==> src/rtl/decoder_scan_seq.sv <==
// decoder_scan_seq
//   Upstream sequencer for the 3-to-8 decoder stage. Steps a 3-bit channel
//   code across a latched channel mask. Each enabled channel gets en high
//   for dwell+1 cycles, followed by a single en-low guard cycle, so the
//   decoder outputs are break-before-make. Supports single-sweep and
//   continuous modes, start/stop control and a done pulse.
//
// Optional feature: define SCAN_CNT_EN to add the sweep_cnt output, a
//   saturating count of completed sweeps.
//
// Ports:
//   clk        in   system clock, rising edge
//   rst        in   synchronous reset, active-high, dominant
//   start      in   begin scan, sampled only in IDLE
//   stop       in   abort scan, wins over start
//   cont       in   1 = continuous wrap, 0 = single sweep (latched at start)
//   mask[7:0]  in   channel enable bits (latched at start)
//   dwell      in   hold count per channel (latched at start)
//   din[2:0]   out  channel code to the decoder
//   en         out  decoder enable
//   busy       out  high while not in IDLE
//   done       out  one-cycle pulse at the end of a single sweep
//   sweep_cnt  out  completed sweep count, saturating (SCAN_CNT_EN only)
module decoder_scan_seq #(
    parameter int unsigned DWELL_W = 8
) (
    input  logic               clk,
    input  logic               rst,
    input  logic               start,
    input  logic               stop,
    input  logic               cont,
    input  logic [7:0]         mask,
    input  logic [DWELL_W-1:0] dwell,
    output logic [2:0]         din,
    output logic               en,
    output logic               busy,
`ifdef SCAN_CNT_EN
    output logic               done,
    output logic [7:0]         sweep_cnt
`else
    output logic               done
`endif
);

    typedef enum logic [1:0] {
        StIdle,
        StSeek,
        StDwell
    } state_e;

    state_e             state_q, state_d;
    logic [7:0]         mask_q, mask_d;
    logic [DWELL_W-1:0] dwell_q, dwell_d;
    logic               cont_q, cont_d;
    logic [DWELL_W-1:0] cnt_q, cnt_d;
    // Set when the pointer sits "before channel 0": the next seek picks the
    // lowest set bit regardless of the current din.
    logic               wrap_q, wrap_d;
    logic [2:0]         din_q, din_d;
    logic               en_q, en_d;
    logic               busy_q, busy_d;
    logic               done_q, done_d;

    logic [2:0]         next_ch;
    logic               is_last;

`ifdef SCAN_CNT_EN
    logic [7:0]         sweep_q, sweep_d;
    logic               sweep_clr;
    logic               sweep_inc;
`endif

    // Lowest set mask bit above the pointer. Scanning downward lets the
    // lowest qualifying index win the final assignment.
    always_comb begin
        next_ch = 3'd0;
        for (int i = 7; i >= 0; i--) begin
            if (mask_q[i] && (wrap_q || (4'(i) > {1'b0, din_q}))) begin
                next_ch = 3'(i);
            end
        end
    end

    // Current channel is the highest set mask bit when nothing is set above it.
    always_comb begin
        is_last = 1'b1;
        for (int i = 0; i < 8; i++) begin
            if (mask_q[i] && (4'(i) > {1'b0, din_q})) begin
                is_last = 1'b0;
            end
        end
    end

    always_comb begin
        state_d = state_q;
        mask_d  = mask_q;
        dwell_d = dwell_q;
        cont_d  = cont_q;
        cnt_d   = cnt_q;
        wrap_d  = wrap_q;
        din_d   = din_q;
        en_d    = en_q;
        busy_d  = busy_q;
        done_d  = 1'b0;
`ifdef SCAN_CNT_EN
        sweep_clr = 1'b0;
        sweep_inc = 1'b0;
`endif

        unique case (state_q)
            StIdle: begin
                if (start && !stop) begin
                    mask_d  = mask;
                    dwell_d = dwell;
                    cont_d  = cont;
`ifdef SCAN_CNT_EN
                    sweep_clr = 1'b1;
`endif
                    if (mask != 8'd0) begin
                        state_d = StSeek;
                        busy_d  = 1'b1;
                        wrap_d  = 1'b1;
                    end else begin
                        done_d = 1'b1;
                    end
                end
            end

            StSeek: begin
                if (stop) begin
                    state_d = StIdle;
                    en_d    = 1'b0;
                    din_d   = 3'd0;
                    busy_d  = 1'b0;
                end else begin
                    state_d = StDwell;
                    din_d   = next_ch;
                    en_d    = 1'b1;
                    cnt_d   = dwell_q;
                    wrap_d  = 1'b0;
                end
            end

            StDwell: begin
                if (stop) begin
                    state_d = StIdle;
                    en_d    = 1'b0;
                    din_d   = 3'd0;
                    busy_d  = 1'b0;
                end else if (cnt_q != '0) begin
                    cnt_d = cnt_q - DWELL_W'(1);
                end else if (!is_last) begin
                    state_d = StSeek;
                    en_d    = 1'b0;
                end else begin
`ifdef SCAN_CNT_EN
                    sweep_inc = 1'b1;
`endif
                    if (cont_q) begin
                        state_d = StSeek;
                        en_d    = 1'b0;
                        wrap_d  = 1'b1;
                    end else begin
                        state_d = StIdle;
                        en_d    = 1'b0;
                        din_d   = 3'd0;
                        busy_d  = 1'b0;
                        done_d  = 1'b1;
                    end
                end
            end

            default: begin
                state_d = StIdle;
                en_d    = 1'b0;
                din_d   = 3'd0;
                busy_d  = 1'b0;
            end
        endcase
    end

    always_ff @(posedge clk) begin
        if (rst) begin
            state_q <= StIdle;
            mask_q  <= 8'd0;
            dwell_q <= '0;
            cont_q  <= 1'b0;
            cnt_q   <= '0;
            wrap_q  <= 1'b1;
            din_q   <= 3'd0;
            en_q    <= 1'b0;
            busy_q  <= 1'b0;
            done_q  <= 1'b0;
        end else begin
            state_q <= state_d;
            mask_q  <= mask_d;
            dwell_q <= dwell_d;
            cont_q  <= cont_d;
            cnt_q   <= cnt_d;
            wrap_q  <= wrap_d;
            din_q   <= din_d;
            en_q    <= en_d;
            busy_q  <= busy_d;
            done_q  <= done_d;
        end
    end

`ifdef SCAN_CNT_EN
    always_comb begin
        sweep_d = sweep_q;
        if (sweep_clr) begin
            sweep_d = 8'd0;
        end else if (sweep_inc && (sweep_q != 8'hFF)) begin
            sweep_d = sweep_q + 8'd1;
        end
    end

    always_ff @(posedge clk) begin
        if (rst) begin
            sweep_q <= 8'd0;
        end else begin
            sweep_q <= sweep_d;
        end
    end

    assign sweep_cnt = sweep_q;
`endif

    assign din  = din_q;
    assign en   = en_q;
    assign busy = busy_q;
    assign done = done_q;

endmodule
==> config.mk <==
export PLATFORM = sky130hd
export DESIGN_NAME = decoder_scan_seq
export DESIGN_NICKNAME = d
export VERILOG_FILES = /design/src/rtl/decoder_scan_seq.sv
export SDC_FILE = /design/constraint.sdc
export NUM_CORES = 1
export LEC_CHECK = 0
export ABC_CLOCK_PERIOD_IN_PS = 1800
export BUFFER_PORTS_ARGS = -buffer_cell sky130_fd_sc_hd__buf_2
export CAP_MARGIN = 15
export CORE_MARGIN = 2
export CORE_UTILIZATION = 50
export DETAILED_ROUTE_END_ITERATION = 16
export PLACE_DENSITY = 0.76
export SYNTH_ARGS = -nofsm -noshare
export SYNTH_HDL_FRONTEND = slang
export SYNTH_SLANG_ARGS = --single-unit
==> constraint.sdc <==
create_clock -name clk -period 1.8 [get_ports clk]
set_input_delay 0.36 -clock clk [delete_from_list [all_inputs] [get_ports clk]]
set_output_delay 0.36 -clock clk [all_outputs]
set_load 0.005 [all_outputs]
---- After elaboration in Yosys (flattened, before gate mapping) ----
Index checks and enable logic that the tools add are counted.
word-level totals
  register bits after elaboration ......... 34
  input port bits ......................... 21
  output and inout bits ................... 6
  logic and storage cells ................. 127
operators by class
  $add $sub $neg .......................... 1
  order comparisons ....................... 7
  equal/unequal tests ..................... 14
  mux-type cells .......................... 58
  bitwise gates (word level) .............. 1
  reductions and logical operators ........ 36
operators with widths
  cell                 count
  $mux 3               13
  $mux 1               30
  $mux 8               3
  $ne 2x2->1 const B   9
  $logic_and 1x1->1    16
  $pmux 8 s2           1
  $reduce_bool 8->1    2
  $gt 3x3->1 const A   4
  $mux 2               5
  $ne 3x3->1 const B   3
  $pmux 1 s3           3
  $pmux 3 s3           1
  $reduce_and 4->1     2
  $reduce_and 8->1     1
  $sub 8x1->8 const B  1
  $logic_or 1x1->1     7
  $gt 2x3->1 const A   2
  $pmux 2 s3           1
  $reduce_and 6->1     1
  $reduce_and 2->1     2
  $gt 1x3->1 const A   1
  $reduce_and 3->1     1
  $reduce_bool 3->1    1
  $eq 2x1->1 const B   1
  other kinds (6)      6

---- Logic depth before layout (Yosys ltp) ----
  depth in word-level cells ............... 13
  gate-level depth with buffers ........... 7
  gate-level depth less buffers ........... 7

---- Worst setup path before layout ----
OpenSTA, ideal clock, no wires.
  path kind ............................... register to register
  from .................................... reg cnt_q[0]
  to ...................................... reg cnt_q[3]
  library setup time ...................... 0.128 ns
  arrival time ............................ 1.677 ns
  data required time ...................... 1.672 ns
  slack ................................... -0.004 ns
  stages on the path, launching flop included .. 8
  buffers on the path ..................... 0
  period minus slack after synthesis ...... 1.804 ns
  cells stage by stage .................... dfxtp_1 inv_1 ha_1 nor4bb_2 a2111oi_4 o21ai_0 a21oi_1 nor2_1
on the way
  word-level cells in the longest chain between the ends .. 4
  elaborated cells on any way between the ends .. 7
  those cells by class .................... 1 x add/sub; 1 x eq/ne; 3 x mux; 2 x reduce/logical
RTL lines
  item                    line  source
  from (decl)             55    logic [DWELL_W-1:0] cnt_q, cnt_d;
  from (signal assigned)  199   cnt_q <= cnt_d;
  $sub 8x1->8             151   cnt_d = cnt_q - DWELL_W'(1);
  $mux 8                  150   end else if (cnt_q != '0) begin
  $mux 8                  145   if (stop) begin
  $pmux 8 s2              110   unique case (state_q)
Parallel ways exist; a longest one is shown, timed or not. The select of a mux whose other input is x is not followed.
A chain may end at the register's enable or synchronous reset.

---- Final worst setup path ----
  from .................................... reg cnt_q[0]
  to ...................................... reg cnt_q[2]
The elaborated chain is that of the path after synthesis.

==> impl_metrics.toml <==
[finish]
n_fill_cell = 343
syn_to_final_growth_pct = 20.48
final_layout_size_suffix_gt1_share_pct = 25.68
utilization_pct = 62.92
antenna_cells = 0
stdcell_area_um2 = 2303
nNetsFinal = 313

[cts]
cts.clk_slew.worst_paths_ns = 0.07
cts_buffer_depth = 2
cts_root_buf = "clkbuf_8"
cts.sinks = 34
cts_hold_buf = 0
cts_tree = "done"
numCtsBuffers = 5
clk_latency_ns = 0.29
ctsHtreeMaxLevel = 2

[setup_path]
cp.required_ns = 1.99
crit_fanout = 5
cp-start-kind = "flop"
worstSetupPathType = "flop to flop"
arrival_ns = 1.90
end_kind = "flop"

[run]
cap_violations = 0

[floorplanning]
num_rows = 22
fp.dieArea_um2 = 4334
core_um2 = 3661
die_x_um = 65.84
initial_core_util_pct = 52.22
ioPinCount = 27
die_y_um = 65.84

[global_route]
grt.overflow.total = 0
first_global_vias = 1603
grt_usage_pct = 23.15
grt_max_degree = 19
antenna_found_initial = 0
grt_pass1_wl_mm = 7.610

[placement]
io_buffers = 26
dpl.hpwl_mm = 3.351
place_congestion = 0.8721
placed_area_um2 = 2168
place_ws_ns = -0.002886

[synth]
yosys-top-cells-count = "nand2_1 (49), a21oi_1 (35), dfxtp_1 (34), o21ai_0 (17), nor2_1 (16)"
synth_area_leaders = "dfxtp_1 (36%), nand2_1 (9.6%), a21oi_1 (9.2%)"
synth.most_common_cell = "nand2_1"
synth_top_area_share_pct = 35.60
ys_seq_elements = 34
syn-instance-count = 252
synth-edff-count = 0
ys.flop_type = "dfxtp_1"
synth_top_family_by_area = "simple AND/OR/NAND/NOR gates"
synth_fa_ha_area_share_pct = 0.6545
synth.area.mux_share_pct = 0.5236
async_reset_ff_share_pct = 0
synth_nets = 274
synth.distinct_cells = 51
synthSimpleGateAreaFrac_pct = 29.65
synth_area_leader_cell = "dfxtp_1"
synthXorXnorAreaFrac_pct = 0.4581
synth_compound_area_share_pct = 27.55
synthesis.area_um2 = 1912
yosysSeqAreaShare_pct = 35.60
avgSynthCellArea_um2 = 7.587
ys_warn_count = 0

[pwr]
leakagePower_nw = 0.8895
power_w = 0.001727
p_per_area_nw_per_um2 = 749.6
max-vdd-ir-drop_uv = 600.1

[min_path]
hold_class = "input pin to flop"

[sta]
maxSlewViolCount = 0
skew_ns = 0.004221
setup_viol = 0
worst_slack_ns = 0.08742
period_minus_slack_ns = 1.713
worst_pin_slew_ns = 0.4956
fmax_ghz = 0.5839
finalHoldViolCount = 0
finalCritPeriodShare_pct = 95.14
rsz0062_at_grt = "false"
fin_setup_tns_ns = 0
slew_headroom_pct = 66.96

[drt]
vias = 1886
drc = 0
drt_iter0_drc = 150
drtAntennaViolNets = 0
wl_mm = 4.703
drtPass1Iterations = 4
vias_per_cell = 5.547
post_drt_wl_per_cell_um = 13.83

[status]
run_status = "completed"
## where the power goes
| part | internal [W] | switching (W) | total (W) |
|---|---|---|---|
| clock network | 0.000271 | 0.000293 | 0.000564 |
| registers | 0.000788 | 0.0000383 | 0.000826 |
| logic | 0.000151 | 0.000185 | 0.000336 |
| total | 0.00121 | 0.000516 | 0.00173 |
## metal layers
layer	up-vias	track usage (%)	share of wire [%]
li1	967	-	-
met3	5	4.089	6.0
met2	56	36.11	47
met4	0	7.031	1.1
met1	858	32.55	46
met5	-	0	0
## logic make-up (layout without fill, tap and decap cells)
logic type / count (synthesis) / after routing
simple gates: 110 / 110
xor+xnor: 1 / 1
fa+ha+maj: 1 / 1
flops: 34 / 34
mux: 1 / 1
compound gates: 80 / 80
buf+inv: 25 / 65
## cell type report
cell class	instances	area, um^2	share of cell area [%]
flip-flops and latches	34	684.4	29.71
well taps	48	60.06	2.607
repair buffers	47	287.8	12.49
clock buffers	5	68.82	2.988
clock inverters	3	21.27	0.9234
inverters	10	37.54	1.630
multi-input cells	193	1144	49.65
## worst paths after layout
check	start	endpoint	slack, ns	cells past startpoint
max	cnt_q[0]	cnt_q[2]	0.09	8
min	dwell[2]	dwell_q[2]	0.29	3
max reg2reg	cnt_q[0]	cnt_q[2]	0.09	8
min reg2reg	dwell_q[2]	dwell_q[2]	0.46	2
## placed cells by master, fill, tap and decap left out, types with 2 or more instances in the layout
| cell | count |
|---|---|
| or4_1 | 2 |
| a22o_1 | 2 |
| nor2_1 | 16 |
| and2_1 | 3 |
| and3_1 | 2 |
| nand3_1 | 4 |
| nor4_1 | 4 |
| a211o_1 | 2 |
| buf_4 | 21 |
| a21oi_1 | 35 |
| dfxtp_1 | 31 |
| inv_1 | 10 |
| o21bai_1 | 2 |
| a211oi_2 | 2 |
| buf_2 | 26 |
| nand2_1 | 49 |
| a22oi_1 | 2 |
| o21ai_0 | 16 |
| nor3_1 | 5 |
| nor3_2 | 3 |
| clkbuf_8 | 5 |
| nand3b_1 | 2 |
| nor2b_1 | 7 |
| o21ai_1 | 2 |
| dfxtp_2 | 3 |
| a31oi_1 | 3 |
| nand2b_1 | 5 |
## sequential cells by signal (all words and copies together), names as in the netlist
name	cells
mask_q	8
din	3
cnt_q	8
busy	1
done	1
en	1
dwell_q	8
wrap_q	1
state_q	2
cont_q	1
## critical path, cell delays in order, from the launching register on
cell,delay (ns)
dfxtp_2,0.32
inv_1,0.04
ha_1,0.20
nor4bb_4,0.17
a2111oi_4,0.37
buf_4,0.20
o21ai_0,0.08
a22oi_1,0.18
nor2_1,0.05
## through the flow
stage	std cells	hold WS (ns)
after global placement	329	0.4446
after detailed placement	329	0.4499
final	340	0.2948
after CTS	337	0.2962
after floorplan	252	0.4317
after global routing	340	0.3019
## what timing repair did
action	in CTS	in global routing
buffers inserted	0	3
gates resized for setup	0	7
setup endpoints to repair	0	12
Note: power is estimated with default switching activity, not from simulation.
